$ cat src/rtl/fp_cmp_issuer_pkg.sv
// ---------------------------------------------------------------------------
// fp_cmp_issuer_pkg
//   Shared definitions for the fp comparator issuer.
//   - Floating-point constant macros (FP_NANS, FP_ZEROP, FP_ZERON, FP_INFP,
//     FP_INFN) and compare op-code macros (CMP_OP_EQ .. CMP_OP_MAX). These are
//     the fp_defs macros. They live in this file so that they are defined once
//     for every file compiled after the package.
//   - Issuer FSM state encodings and typed op-code constants.
// ---------------------------------------------------------------------------
`ifndef FP_DEFS_VH
`define FP_DEFS_VH
`define FP_NANS    32'h7FC00000
`define FP_ZEROP   32'h00000000
`define FP_ZERON   32'h80000000
`define FP_INFP    32'h7F800000
`define FP_INFN    32'hFF800000
`define CMP_OP_EQ  3'd0
`define CMP_OP_LT  3'd1
`define CMP_OP_LE  3'd2
`define CMP_OP_GT  3'd3
`define CMP_OP_GE  3'd4
`define CMP_OP_MIN 3'd5
`define CMP_OP_MAX 3'd6
`endif

package fp_cmp_issuer_pkg;

    // Issuer FSM state encodings
    localparam logic [1:0] ST_IDLE  = 2'd0;
    localparam logic [1:0] ST_ISSUE = 2'd1;
    localparam logic [1:0] ST_WAIT  = 2'd2;
    localparam logic [1:0] ST_RESP  = 2'd3;

    // Compare op-codes
    localparam logic [2:0] OP_EQ   = `CMP_OP_EQ;
    localparam logic [2:0] OP_LT   = `CMP_OP_LT;
    localparam logic [2:0] OP_LE   = `CMP_OP_LE;
    localparam logic [2:0] OP_GT   = `CMP_OP_GT;
    localparam logic [2:0] OP_GE   = `CMP_OP_GE;
    localparam logic [2:0] OP_MIN  = `CMP_OP_MIN;
    localparam logic [2:0] OP_MAX  = `CMP_OP_MAX;
    localparam logic [2:0] OP_RSVD = 3'd7;

    // Value returned by MIN/MAX when the comparator flags an invalid compare
    localparam logic [31:0] FP_NAN_S = `FP_NANS;

endpackage

$ cat src/rtl/fp_cmp_issuer_resmux.sv
// ---------------------------------------------------------------------------
// fp_cmp_issuer_resmux
//   Combinational mapping from op-code and comparator flags to the result
//   fields (predicate bit, selected value, invalid flag).
//   Ports:
//     op       in  3  latched op-code
//     a, b     in  W  latched operands
//     eq, great, less, inv  in  1  comparator flags
//     res_bit  out 1  predicate outcome (0 for MIN/MAX)
//     res_val  out W  selected operand for MIN/MAX, else 0
//     res_inv  out 1  invalid compare, bad flag combination or bad op
// ---------------------------------------------------------------------------
module fp_cmp_issuer_resmux
    import fp_cmp_issuer_pkg::*;
#(
    parameter int W = 32
) (
    input  logic [2:0]   op,
    input  logic [W-1:0] a,
    input  logic [W-1:0] b,
    input  logic         eq,
    input  logic         great,
    input  logic         less,
    input  logic         inv,
    output logic         res_bit,
    output logic [W-1:0] res_val,
    output logic         res_inv
);

    localparam logic [W-1:0] NAN_VAL = W'(FP_NAN_S);

    logic [2:0] flags;
    logic       flags_ok;

    assign flags = {eq, great, less};

    // A healthy comparator reports exactly one relation.
    always_comb begin
        flags_ok = 1'b0;
        case (flags)
            3'b001, 3'b010, 3'b100: flags_ok = 1'b1;
            default:                flags_ok = 1'b0;
        endcase
    end

    always_comb begin
        res_bit = 1'b0;
        res_val = '0;
        res_inv = 1'b0;
        if (inv) begin
            res_inv = 1'b1;
            if (op == OP_MIN || op == OP_MAX) begin
                res_val = NAN_VAL;
            end
        end else if (!flags_ok) begin
            res_inv = 1'b1;
        end else begin
            case (op)
                OP_EQ:   res_bit = eq;
                OP_LT:   res_bit = less;
                OP_LE:   res_bit = less | eq;
                OP_GT:   res_bit = great;
                OP_GE:   res_bit = great | eq;
                OP_MIN:  res_val = (less | eq) ? a : b;
                OP_MAX:  res_val = (great | eq) ? a : b;
                default: res_inv = 1'b1;
            endcase
        end
    end

endmodule

$ cat src/rtl/fp_cmp_issuer.sv
// ---------------------------------------------------------------------------
// fp_cmp_issuer
//   Initiator for the fp comparator act/done interface. Accepts one
//   compare/min/max request at a time, drives operands and act to the
//   comparator, waits for a qualified done (or a timeout) and returns the
//   result over a result handshake.
//
//   Handshakes: a transfer happens on a rising edge where valid and ready are
//   both high. A producer holds valid and its payload until that edge;
//   ready may rise and fall freely and never depends on the same-cycle valid.
//
//   Ports:
//     clk, rst                 clock, synchronous active-low reset
//     req_valid/req_ready      request handshake
//     req_a, req_b, req_op     request payload
//     cmp_in1, cmp_in2         operands to the comparator (held during act)
//     cmp_act                  comparator activate (ISSUE and WAIT)
//     cmp_eq/great/less/inv    comparator flags, cmp_done completion
//     res_valid/res_ready      result handshake
//     res_bit, res_val         predicate bit, selected value
//     res_inv, res_to          invalid/unsupported flag, timeout flag
//     dbg_state                current FSM state
// ---------------------------------------------------------------------------
module fp_cmp_issuer
    import fp_cmp_issuer_pkg::*;
#(
    parameter int W       = 32,
    parameter int CMP_LAT = 2,
    parameter int TO_CYC  = 15
) (
    input  logic         clk,
    input  logic         rst,
    input  logic         req_valid,
    output logic         req_ready,
    input  logic [W-1:0] req_a,
    input  logic [W-1:0] req_b,
    input  logic [2:0]   req_op,
    output logic [W-1:0] cmp_in1,
    output logic [W-1:0] cmp_in2,
    output logic         cmp_act,
    input  logic         cmp_eq,
    input  logic         cmp_great,
    input  logic         cmp_less,
    input  logic         cmp_done,
    input  logic         cmp_inv,
    output logic         res_valid,
    input  logic         res_ready,
    output logic         res_bit,
    output logic [W-1:0] res_val,
    output logic         res_inv,
    output logic         res_to,
    output logic [1:0]   dbg_state
);

    localparam int TO_W  = $clog2(TO_CYC + 1);
    localparam int LAT_W = (CMP_LAT > 1) ? $clog2(CMP_LAT) : 1;
    localparam logic [LAT_W-1:0] LAT_LAST = LAT_W'(CMP_LAT - 1);
    localparam logic [TO_W-1:0]  TO_LAST  = TO_W'(TO_CYC - 1);

    logic [1:0]       state;
    logic [2:0]       op_q;
    logic [LAT_W-1:0] lat_cnt;
    logic [TO_W-1:0]  to_cnt;

    logic             lat_done;
    logic             qual_done;
    logic             timeout;
    logic             mux_bit;
    logic [W-1:0]     mux_val;
    logic             mux_inv;

    // Handshake and act outputs are pure state decodes, so a reset edge
    // drops them together with the state.
    assign req_ready = (state == ST_IDLE);
    assign res_valid = (state == ST_RESP);
    assign cmp_act   = (state == ST_ISSUE) || (state == ST_WAIT);
    assign dbg_state = state;

    // done may still be high from the previous op; only trust it once the
    // comparator pipeline has had CMP_LAT cycles to see the new operands.
    assign lat_done  = (lat_cnt >= LAT_LAST);
    assign qual_done = (state == ST_WAIT) && lat_done && cmp_done;
    assign timeout   = (state == ST_WAIT) && !qual_done && (to_cnt == TO_LAST);

    fp_cmp_issuer_resmux #(.W(W)) u_resmux (
        .op      (op_q),
        .a       (cmp_in1),
        .b       (cmp_in2),
        .eq      (cmp_eq),
        .great   (cmp_great),
        .less    (cmp_less),
        .inv     (cmp_inv),
        .res_bit (mux_bit),
        .res_val (mux_val),
        .res_inv (mux_inv)
    );

    always_ff @(posedge clk) begin
        if (!rst) begin
            state   <= ST_IDLE;
            op_q    <= '0;
            cmp_in1 <= '0;
            cmp_in2 <= '0;
            lat_cnt <= '0;
            to_cnt  <= '0;
            res_bit <= 1'b0;
            res_val <= '0;
            res_inv <= 1'b0;
            res_to  <= 1'b0;
        end else begin
            case (state)
                ST_IDLE: begin
                    if (req_valid) begin
                        cmp_in1 <= req_a;
                        cmp_in2 <= req_b;
                        op_q    <= req_op;
                        if (req_op == OP_RSVD) begin
                            // Unsupported op: answer immediately, no act.
                            res_bit <= 1'b0;
                            res_val <= '0;
                            res_inv <= 1'b1;
                            res_to  <= 1'b0;
                            state   <= ST_RESP;
                        end else begin
                            state   <= ST_ISSUE;
                        end
                    end
                end
                ST_ISSUE: begin
                    lat_cnt <= '0;
                    to_cnt  <= '0;
                    state   <= ST_WAIT;
                end
                ST_WAIT: begin
                    if (qual_done) begin
                        res_bit <= mux_bit;
                        res_val <= mux_val;
                        res_inv <= mux_inv;
                        res_to  <= 1'b0;
                        state   <= ST_RESP;
                    end else if (timeout) begin
                        res_bit <= 1'b0;
                        res_val <= '0;
                        res_inv <= 1'b1;
                        res_to  <= 1'b1;
                        state   <= ST_RESP;
                    end else begin
                        if (!lat_done) begin
                            lat_cnt <= lat_cnt + 1'b1;
                        end
                        to_cnt <= to_cnt + 1'b1;
                    end
                end
                ST_RESP: begin
                    if (res_ready) begin
                        res_bit <= 1'b0;
                        res_val <= '0;
                        res_inv <= 1'b0;
                        res_to  <= 1'b0;
                        state   <= ST_IDLE;
                    end
                end
                default: state <= ST_IDLE;
            endcase
        end
    end

endmodule

$ cat config.mk
export PLATFORM = sky130hd
export DESIGN_NAME = fp_cmp_issuer
export DESIGN_NICKNAME = d
export VERILOG_FILES = /design/src/rtl/fp_cmp_issuer_pkg.sv /design/src/rtl/fp_cmp_issuer_resmux.sv /design/src/rtl/fp_cmp_issuer.sv
export SDC_FILE = /design/constraint.sdc
export NUM_CORES = 1
export LEC_CHECK = 0
export BUFFER_PORTS_ARGS = -buffer_cell sky130_fd_sc_hd__buf_4
export CAP_MARGIN = 0
export CORE_ASPECT_RATIO = 0.5
export CORE_MARGIN = 2
export CORE_UTILIZATION = 44
export DETAILED_ROUTE_END_ITERATION = 8
export PLACE_DENSITY = 0.79
export SLEW_MARGIN = 0
export SYNTH_ARGS = -nofsm -noshare
export SYNTH_HDL_FRONTEND = slang
export SYNTH_SLANG_ARGS = --single-unit
$ cat constraint.sdc
create_clock -name clk -period 2.02 [get_ports clk]
set_input_delay 0.505 -clock clk [delete_from_list [all_inputs] [get_ports clk]]
set_output_delay 0.505 -clock clk [all_outputs]
set_load 0.05 [all_outputs]
; Yosys cells after proc, flatten, opt, wreduce, memory -nomap -nowiden
; Index checks and enable logic that the tools add are counted.
[op_classes]
addsub = 2
multipliers = 0
n_div = 0
n_lt_le_gt_ge = 1
eq_ne = 21
shifts = 0
n_mux = 45
n_bitwise = 2
reduce_logical = 18
[ops]
columns = cell, n
row1 = 32-bit two-way mux, 9
row2 = 32-bit one-hot mux with 3 select lines, 1
row3 = 32-bit one-hot mux with 2 select lines, 1
row4 = 31-bit two-way mux, 1
row5 = 1-bit two-way mux, 19
row6 = "3-bit == test, second input constant", 5
row7 = 2-bit two-way mux, 5
row8 = "3-bit by 2-bit == test with 1-bit output, second input constant", 3
row9 = 1-bit one-hot mux with 3 select lines, 3
row10 = 4-bit two-way mux, 2
row11 = "2-bit inequality test, second input constant", 4
row12 = 2-bit one-hot mux with 4 select lines, 1
row13 = 4-bit one-hot mux with 2 select lines, 1
row14 = 7-bit OR reduction, 1
row15 = "3-bit by 1-bit == test with 1-bit output, second input constant", 2
row16 = 3-bit AND reduction, 2
row17 = 1-bit one-hot mux with 5 select lines, 1
row18 = 5-bit AND reduction, 1
row19 = "4-bit by 1-bit adder with 4-bit output, second input constant", 1
row20 = "2-bit == test, second input constant", 2
row21 = "4-bit == test, second input constant", 1
row22 = 1-bit logical AND, 4
row23 = "2-bit by 1-bit inequality test with 1-bit output, second input constant", 2
row24 = 4-bit AND reduction, 1
row25 = 14 further kinds, 16
[word_totals]
register_bits = 109
latchBits = 0
ramBits = 0
rom_bits = 0
input_bits = 76
out_inout_bits = 104
wordCells = 99
mem_count = 0

; Depth between registers and ports, before layout
; Gate-level depths: netlist of the first run.
[logic_depth]
depth_word = 9
ltp_mapped = 8
ltp_nobuf = 7

; Cells and area by module
; Synthesis of the first run repeated with hierarchy kept, for this count alone.
[unflattened]
hier_cells = 659
area_unflattened_um2 = 5421.4
[modules_own_cells]
columns = mod, n_inst, cells_per_inst, area_each_um2, seq_area_each_um2
row1 = fp_cmp_issuer, 1, 498, 4136.5, 2182.1
row2 = fp_cmp_issuer_resmux, 1, 161, 1285.0, 0.0

; Least setup slack after synthesis of the first run
; OpenSTA, ideal clock, no wires.
[synth_timing]
kind = register -> register
from = register state[0] (netlist: dbg_state[0])
to = register res_inv
setup_ns = 0.116
arrival_time_ns = 2.552
t_required_ns = 1.904
setup_slack_ns = -0.648
stages_incl_launch_ff = 9
path_buffers = 1
period_less_slack_ns = 2.668
cell_sequence = dfxtp_1 > inv_1 > ha_1 > nor2b_4 > a211o_1 > nor4b_4 > buf_6 > nand3_2 > and3_1
[synth_via]
word_cells_on_any_way = 16
cone_classes = eq/ne (6) / mux (2) / reduce/logical (8)
[synth_lines]
columns = element, line_no
row1 = start: declaration, fp_cmp_issuer.sv:60  ; logic [1:0] state;
row2 = start signal: assignment, fp_cmp_issuer.sv:100  ; state <= ST_IDLE;
row3 = start signal: assignment, fp_cmp_issuer.sv:123  ; state <= ST_RESP;
row4 = start signal: assignment, fp_cmp_issuer.sv:125  ; state <= ST_ISSUE;
row5 = 2-bit logical NOT *, -
row6 = net req_ready, fp_cmp_issuer.sv:34  ; output logic req_ready,
row7 = 2-bit by 1-bit inequality test with 1-bit output (no line) (tied with other cells), -
row8 = 5-bit AND reduction (no line), -
row9 = end signal: assignment, fp_cmp_issuer.sv:138  ; res_inv <= mux_inv;
row10 = end: declaration, fp_cmp_issuer.sv:50  ; output logic res_inv,
; Mark *: on every way through the listed nets, which the timed path passes. The rest lies on a longest branch.
; A chain may end at the register's enable or synchronous reset.

; Final worst setup path of the first run
[layout_timing]
from = register state[0] (netlist: dbg_state[0])
to = register res_val[5]
[layout_via]
elab_chain_cells = 8
word_cells_on_any_way = 16
cone_classes = eq/ne (6) / mux (2) / reduce/logical (8)
[layout_lines]
columns = element, line_no
row1 = 2-bit == test, "fp_cmp_issuer.sv:82, fp_cmp_issuer.sv:83, fp_cmp_issuer.sv:111"
row2 = 1-bit logical AND (2 in series), fp_cmp_issuer.sv:82  ; assign qual_done = (state == ST_WAIT) && lat_done && cmp_done;
row3 = 1-bit logical NOT, fp_cmp_issuer.sv:83  ; assign timeout = (state == ST_WAIT) && !qual_done && (to_cnt == TO_LAST);
row4 = 1-bit logical AND (2 in series), fp_cmp_issuer.sv:83
row5 = 3-bit inequality test (no line), -
row6 = 5-bit AND reduction (no line), -
row7 = end signal: assignment, fp_cmp_issuer.sv:137  ; res_val <= mux_val;
row8 = end: declaration, fp_cmp_issuer.sv:49  ; output logic [W-1:0] res_val,
; Several ways; a longest one is shown, not always the timed one.

==> summary.txt, run 1 <==
Status
  – Status: finished clean

Timing
  – Max Clk Rate: 524.0 MHz
  – Final Skew: ~0.0076 ns
  – Final setup viols: 0
  – Worst Slack Setup Final: 0.1117 ns
  – Max-slew headroom: roughly 73%
  – Period minus WS final: 1.908 ns
  – Least-Margin Pin Slew: 0.4085 ns
  – Slew Limit Fails: 0
  – Tcrit/Tclk final: between 90% and 100%
  – Hold Violations, Final: 0

Placed design
  – Dpl ws: approximately 0.06 ns
  – Placed Cells: roughly 820
  – Gpl congestion: 0.8296
  – Port-buffer cells: 179
  – Detailed Place HPWL: ~9300 um

Setup path
  – CP endpoint: res_val[5]$_SDFFE_PN0P_
  – WP depth: 8
  – Setup crit start: dbg_state[0]$_SDFFE_PN0P_
  – Critical Path End Type: flop
  – Slowest CP cell: dfxtp_4
  – Setup CP Type: reg -> reg
  – Startpoint Class: flop
  – Reg2Reg Setup Slack: approximately 0.11 ns
  – Crit-path cells: inv_2, ha_2, nand3_1, a211o_1, nor4b_4, buf_6, a22oi_1, nor2b_1
  – Buf+Inv Stages, Crit Path: 2
  – Crit path max fanout: 12
  – R2r endpoint: res_val[5]$_SDFFE_PN0P_
  – RR Startpoint: dbg_state[0]$_SDFFE_PN0P_
  – WP data required: around 2.3 ns
  – Crit-path leading delay family: simple AND/OR/NAND/NOR gates
  – Worst-case reg-to-reg path depth: 8
  – Max incr delay on CP: 0.37 ns
  – CP arrival: roughly 2.2 ns

CTS
  – CTS max path bufs: 2
  – Hold buffer count at CTS: 0
  – Post-CTS setup buffer count: 0
  – CTS tree: built
  – CTS root buf: clkbuf_16
  – H-tree Lvls: 3
  – Num CTS Buffers: 9
  – Clk slew on worst S/H paths: 0.07 ns
  – Insertion delay to the later sink of the worst-skew pair: 0.34 ns
  – CTS sink count: 109

Layout
  – FF+latch area: 2190 um2
  – Share of post-route cells with drive strength above 1: 32.57%
  – Layout Area Growth over Synthesis: 38.89%
  – Antenna cells: 0
  – Layout filler cell count: about 920
  – Final #Nets: slightly below 800
  – Multi-input logic area: roughly 2300 um2
  – Non-filler cells, final: 837

Power and ir drop
  – Worst-case vdd ir drop: between 0.4 and 0.5 mV
  – P_leak: about 2.7 nW
  – Pwr dens: 1123 nW/um2

Logic synthesis
  – Number of flops mapped to enable cells by yosys: 0
  – Asr flop ratio synth: 0%
  – Yosys cell types: roughly 40
  – Synth Area in Simple Gates: between 20% and 30%
  – Post-synth top area cell: dfxtp_1
  – Syn Nets: about 610
  – Synth Flop Type: dfxtp_1
  – Most frequent cell after synthesis: nand2_1
  – Area of the mapped netlist: 4684 um2
  – Synth Area in Compound Gates: 25.64%
  – Yosys reg bits: between 100 and 150
  – Largest family of logic cells by synthesized area: compound AO/OA/AOI/OAI gates
  – Post-Synth XOR/XNOR Area: less than 1%
  – Mux cell area share after synthesis: less than 1%
  – Synth warnings: 0
  – Post-Synthesis Cells: 530
  – Yosys top cell area share: 46.58%
  – Sequential-to-total area share from yosys stat: around 47%
  – Adder-cell share of the synthesized area: 1.603%
  – Mean area per synthesized cell: around 9 um2
  – Largest cells by area after synthesis: dfxtp_1, nand2_1, a21boi_0
  – Post-synth top cells: nand2_1, dfxtp_1, a21boi_0, a22oi_1, clkbuf_1

Routing
  – Antenna-violating nets left: 0
  – Routed WL: ~13000 um
  – Pre-Repair DR Iteration Count: 4
  – Vias: ~4400
  – Post-route DRC violation count: 0
  – Wire per inst: 15.84 um
  – Initial DRC count: ~270
  – Vias per inst: about 5.3

Global route
  – Largest net degree at the start of global routing: 108
  – First-pass GRT wire length: around 21000 um
  – All-Layer GR Usage: roughly 22%
  – Vias in the first global route: around 4100
  – Initial antenna violation count: 0
  – Total gr overflow: 0

Min path
  – Worst hold start: req_a[12]
  – Hold Crit Class: in -> reg

Floorplan
  – Initial Utilization: 45.57%
  – Chip Height: between 70 and 80 um
  – Core area: around 10000 um2
  – Chip Width: ~150 um
  – # IOs: 180
  – Row cnt: 26
  – Die area: ~12000 um2

Flow run
  – Max Cap Viol: 0
[stage by stage]
stage / instance area [um2] / hold slack, ns / power [mW] / setup TNS, ns / util (%)
2_1_floorplan: 4710 / 0.4582 / 4.739 / -0.08987 / -
3_3_place_gp: 6218 / 0.4548 / 5.667 / 0 / 60.49
3_5_place_dp: 6218 / 0.4600 / 5.707 / 0 / 60.49
4_1_cts: 6490 / 0.4108 / 7.348 / 0 / 63.13
5_1_grt: 6506 / 0.4171 / 7.675 / -0.01791 / 63.29
6_report: 6506 / 0.4176 / 7.308 / 0 / 63.29
[power breakdown]
part | switching (mW) | internal (mW)
logic | 2.02 | 0.983
clock network | 0.737 | 0.900
registers | 0.246 | 2.43
total | 3.00 | 4.31
[layer usage]
metal  vias to the layer above  GRT usage (%)  wire, um
met1                      2117          28.63      5713
li1                       2166              -         -
met3                        25          4.345       577
met4                         0          7.736       338
met2                        91          38.13      6632
met5                         -              0         0
[cell families after synthesis]
group | Yosys count
AND/OR/NAND/NOR | 209
AO/OA/AOI/OAI | 152
flip-flops | 109
buffers and inverters | 48
adder cells (fa/ha/maj) | 6
XOR/XNOR | 4
multiplexers | 2
[how the worst min path moves through the flow]
stage,end,slack (ns),depth (start not counted)
floorplan,lat_cnt$_SDFFE_PN0P_,0.46,2
detailed placement,res_bit$_SDFFE_PN0P_,0.46,2
CTS,cmp_in1[3]$_SDFFE_PN0P_,0.41,3
global route,cmp_in1[18]$_SDFFE_PN0P_,0.42,3
finish,cmp_in1[12]$_SDFFE_PN0P_,0.42,3
global placement,res_to$_SDFFE_PN0P_,0.45,2
[layout by cell type, fill, tap and decap left out, types with 4 or more instances in the layout]
cell,instances
nor2_1,5
buf_4,189
a22oi_1,32
a32o_1,23
clkbuf_16,9
and2_1,4
nand2_1,141
xor2_1,4
nand3_1,17
o21ai_0,5
dfxtp_1,107
o211ai_1,9
a21boi_0,69
nor2b_1,23
nand2b_1,5
buf_12,4
[area by class of cell]
class                   count  share of cell area, %
inverters                   4                 0.2692
flip-flops and latches    109                  33.65
clock buffers              14                  4.058
well taps                 140                  2.692
clock inverters             1                 0.1154
multi-input cells         373                  35.65
repair buffers            196                  23.56
[worst register-to-register path, stage by stage, from the launching register on]
cell     delay [ns]
dfxtp_4        0.37
inv_2          0.08
ha_2           0.20
nand3_1        0.09
a211o_1        0.33
nor4b_4        0.35
buf_6          0.22
a22oi_1        0.09
nor2b_1        0.12
[flip-flops by register name, summed over array words and instances (netlist names), 2 cells and up]
register	cells
to_cnt	4
dbg_state	2
cmp_in1	32
cmp_in2	32
res_val	32
op_q	3
[repair_timing]
action / 4_1_cts / 5_1_grt
hold endpoints to repair: 0 / 0
gates resized for setup: 0 / 5
endpoints found under the setup margin: 0 / 33
(Power assumes the default switching activity.)
==> run 2, diff against run 1 <==
- PLACE_DENSITY: 0.79 -> 0.76
- SLEW_MARGIN: 0 -> 20
==> summary.txt, run 2 (synthesis results as in run 1) <==
Power and ir drop
  – Switching power: 3.107 mW (+3.6%)
  – Clock power frac: 25.1% (+2.7 points)
  – P_leak: 2.690 nW (+1.0%)
  – Final Total Pwr: 7.610 mW (+4.1%)
  – P_int: 4.504 mW (+4.5%)
  – Pwr dens: 1158 nW/um2 (+3.1%)
  – Seq pwr share: 35.1% (-1.5 points)
  – Comb pwr share: 39.8% (-1.2 points)
  – Worst-case vdd ir drop: 0.5172 mV (+11%)
  – Switching part of the total: 40.82% (-0.21 points)

Routing
  – Wire per inst: 16.00 um (+1.0%)
  – Vias per inst: 5.308 (+1.0%)
  – Pre-Repair DR Iteration Count: 4 (unchanged)
  – Antenna-violating nets left: 0 (unchanged)
  – Initial DRC count: 208 (-24%)
  – Post-route DRC violation count: 0 (unchanged)
  – Routed WL: 13400 um (+1.0%)
  – Vias: 4443 (+1.0%)

Setup path
  – Critical Path End Type: flop
  – CP arrival: 2.17 ns (about the same)
  – Buf+Inv Stages, Crit Path: 2 (unchanged)
  – Crit-path cells: inv_4, ha_4, nor2b_4, a211o_1, nor4b_4, buf_6, a22oi_1, nor2b_1
  – Slowest CP cell: dfxtp_4
  – Max incr delay on CP: 0.39 ns (+0.02 ns)
  – Crit path max fanout: 20 (+8)
  – Crit-path leading delay family: simple AND/OR/NAND/NOR gates
  – Setup CP Type: reg -> reg
  – Startpoint Class: flop
  – WP data required: 2.30 ns (about the same)

CTS
  – Clk slew on worst S/H paths: 0.08 ns (about the same)
  – CTS root buf: clkbuf_16
  – CTS sink count: 109 (unchanged)
  – Num CTS Buffers: 9 (unchanged)
  – CTS tree: built
  – H-tree Lvls: 3 (unchanged)
  – Hold buffer count at CTS: 0 (unchanged)
  – Insertion delay to the later sink of the worst-skew pair: 0.35 ns (about the same)
  – CTS max path bufs: 2 (unchanged)

Floorplan
  – Row cnt: 26 (unchanged)
  – Chip Height: 76.96 um (unchanged)
  – Initial Utilization: 45.57% (unchanged)
  – # IOs: 180 (unchanged)
  – Chip Width: 149.9 um (unchanged)
  – Die area: 11540 um2 (unchanged)
  – Core area: 10280 um2 (unchanged)

Global route
  – Vias in the first global route: 4152 (+1.1%)
  – All-Layer GR Usage: 23.01% (+0.53 points)
  – Initial antenna violation count: 0 (unchanged)
  – First-pass GRT wire length: 21330 um (+1.8%)
  – Total gr overflow: 0 (unchanged)
  – Largest net degree at the start of global routing: 78 (-28%)

Layout
  – Largest registers: cmp_in1 (32), cmp_in2 (32), res_val (32)
  – Layout filler cell count: 896 (-2.5%)
  – Final #Nets: 774 (-0.13%)
  – Multi-input logic area: 2325 um2 (+0.22%)
  – FF+latch area: 2190 um2 (unchanged)
  – Layout Area Growth over Synthesis: 40.33%
  – Share of post-route cells with drive strength above 1: 32.86% (+0.29 points)
  – Antenna cells: 0 (unchanged)
  – Commonest non-fill, non-tap cell in the layout: buf_4
  – Most frequent cells in the layout: buf_4, nand2_1, dfxtp_1

Placed design
  – Gpl congestion: 0.8186 (-1.3%)
  – Detailed Place HPWL: 9299 um (-0.49%)
  – Port-buffer cells: 179 (unchanged)
  – Dpl ws: 0.07421 ns (+0.01579 ns)

Flow run
  – Max Cap Viol: 0 (unchanged)

Timing
  – Slew Limit Fails: 0 (unchanged)
  – Hold Violations, Final: 0 (unchanged)
  – Final Skew: 0.01053 ns (+0.002966 ns)
  – Max Clk Rate: 529.8 MHz (+1.1%)
  – Final setup viols: 0 (unchanged)
  – RSZ-0062 raised after global routing: false
  – Worst Slack Setup Final: 0.1327 ns (+0.02098 ns)
  – Period minus WS final: 1.887 ns (-0.02098 ns)
  – Tcrit/Tclk final: 93.43% (-1.0 points)
  – Hold slack: 0.4039 ns (-0.01366 ns)
  – Max-slew headroom: 73.17% (+0.44 points)
  – Least-Margin Pin Slew: 0.4025 ns (-0.006038 ns)

Min path
  – Hold Crit Class: in -> reg

Status
  – Status: finished clean
-- run 2: cell types whose count changed in the layout (fill, tap and decap cells not counted), moves of 2 or more --
cell,before,now
clkbuf_8,2,0
bufinv_16,0,2
clkinv_4,0,2
clkbuf_1,3,0
buf_6,3,1
buf_12,4,6
-- run 2: power by group through the flow --
| stage | Combinational [mW] | Clock, mW | Sequential (mW) |
|---|---|---|---|
| floorplan | 1.26 | 0 | 3.48 |
| global placement | 2.97 | 0 | 2.70 |
| detailed placement | 3.01 | 0 | 2.71 |
| CTS | 3.02 | 1.95 | 2.67 |
| global route | 3.23 | 2.03 | 2.71 |
| finish | 3.03 | 1.91 | 2.67 |
-- run 2: worst register-to-register path: cells and delay by family (launching register included) --
family,cells,cell delay [ns]
AO/OA/AOI/OAI,2,0.38
flip-flops,1,0.39
buffers and inverters,2,0.29
adder cells (fa/ha/maj),1,0.18
AND/OR/NAND/NOR,3,0.59
-- run 2: layer usage --
metal  wire [um]  GRT usage, %
met1        6049         29.77
met5           0             0
met4         361         9.057
met3         620         4.881
met2        6364         37.63
-- run 2: path summary, 6_finish.rpt --
kind,depth (start not counted),start,to,slack [ns]
worst max register to register,8,dbg_state[1]$_SDFFE_PN0P_,res_val[14]$_SDFFE_PN0P_,0.13
worst max-delay path,8,dbg_state[1]$_SDFFE_PN0P_,res_val[14]$_SDFFE_PN0P_,0.13
worst min register to register,2,res_bit$_SDFFE_PN0P_,res_bit$_SDFFE_PN0P_,0.47
worst min-delay path,3,req_a[10],cmp_in1[10]$_SDFFE_PN0P_,0.40
-- run 2: area by class of cell --
class,instances,area share [%]
Clock buffer,9,3.426
Clock inverter,7,1.504
Inverter,4,0.2665
Multi-Input combinational cell,373,35.36
Sequential cell,109,33.31
Tap cell,140,2.665
Timing Repair Buffer,195,23.47
-- run 2: repair_timing --
item,4_1_cts,5_1_grt
hold endpoints to repair,0,0
resized for setup,0,2
setup endpoints to repair,0,12
buffers inserted,0,1
-- run 2: through the flow --
step | area, um2 | utilization [%] | cells | setup TNS, ns
after floorplan | 4710 | - | 530 | -0.08987
final | 6574 | 63.95 | 837 | 0
after global routing | 6574 | 63.95 | 837 | 0
after global placement | 6236 | 60.66 | 820 | 0
after detailed placement | 6236 | 60.66 | 820 | 0
after CTS | 6560 | 63.81 | 836 | 0
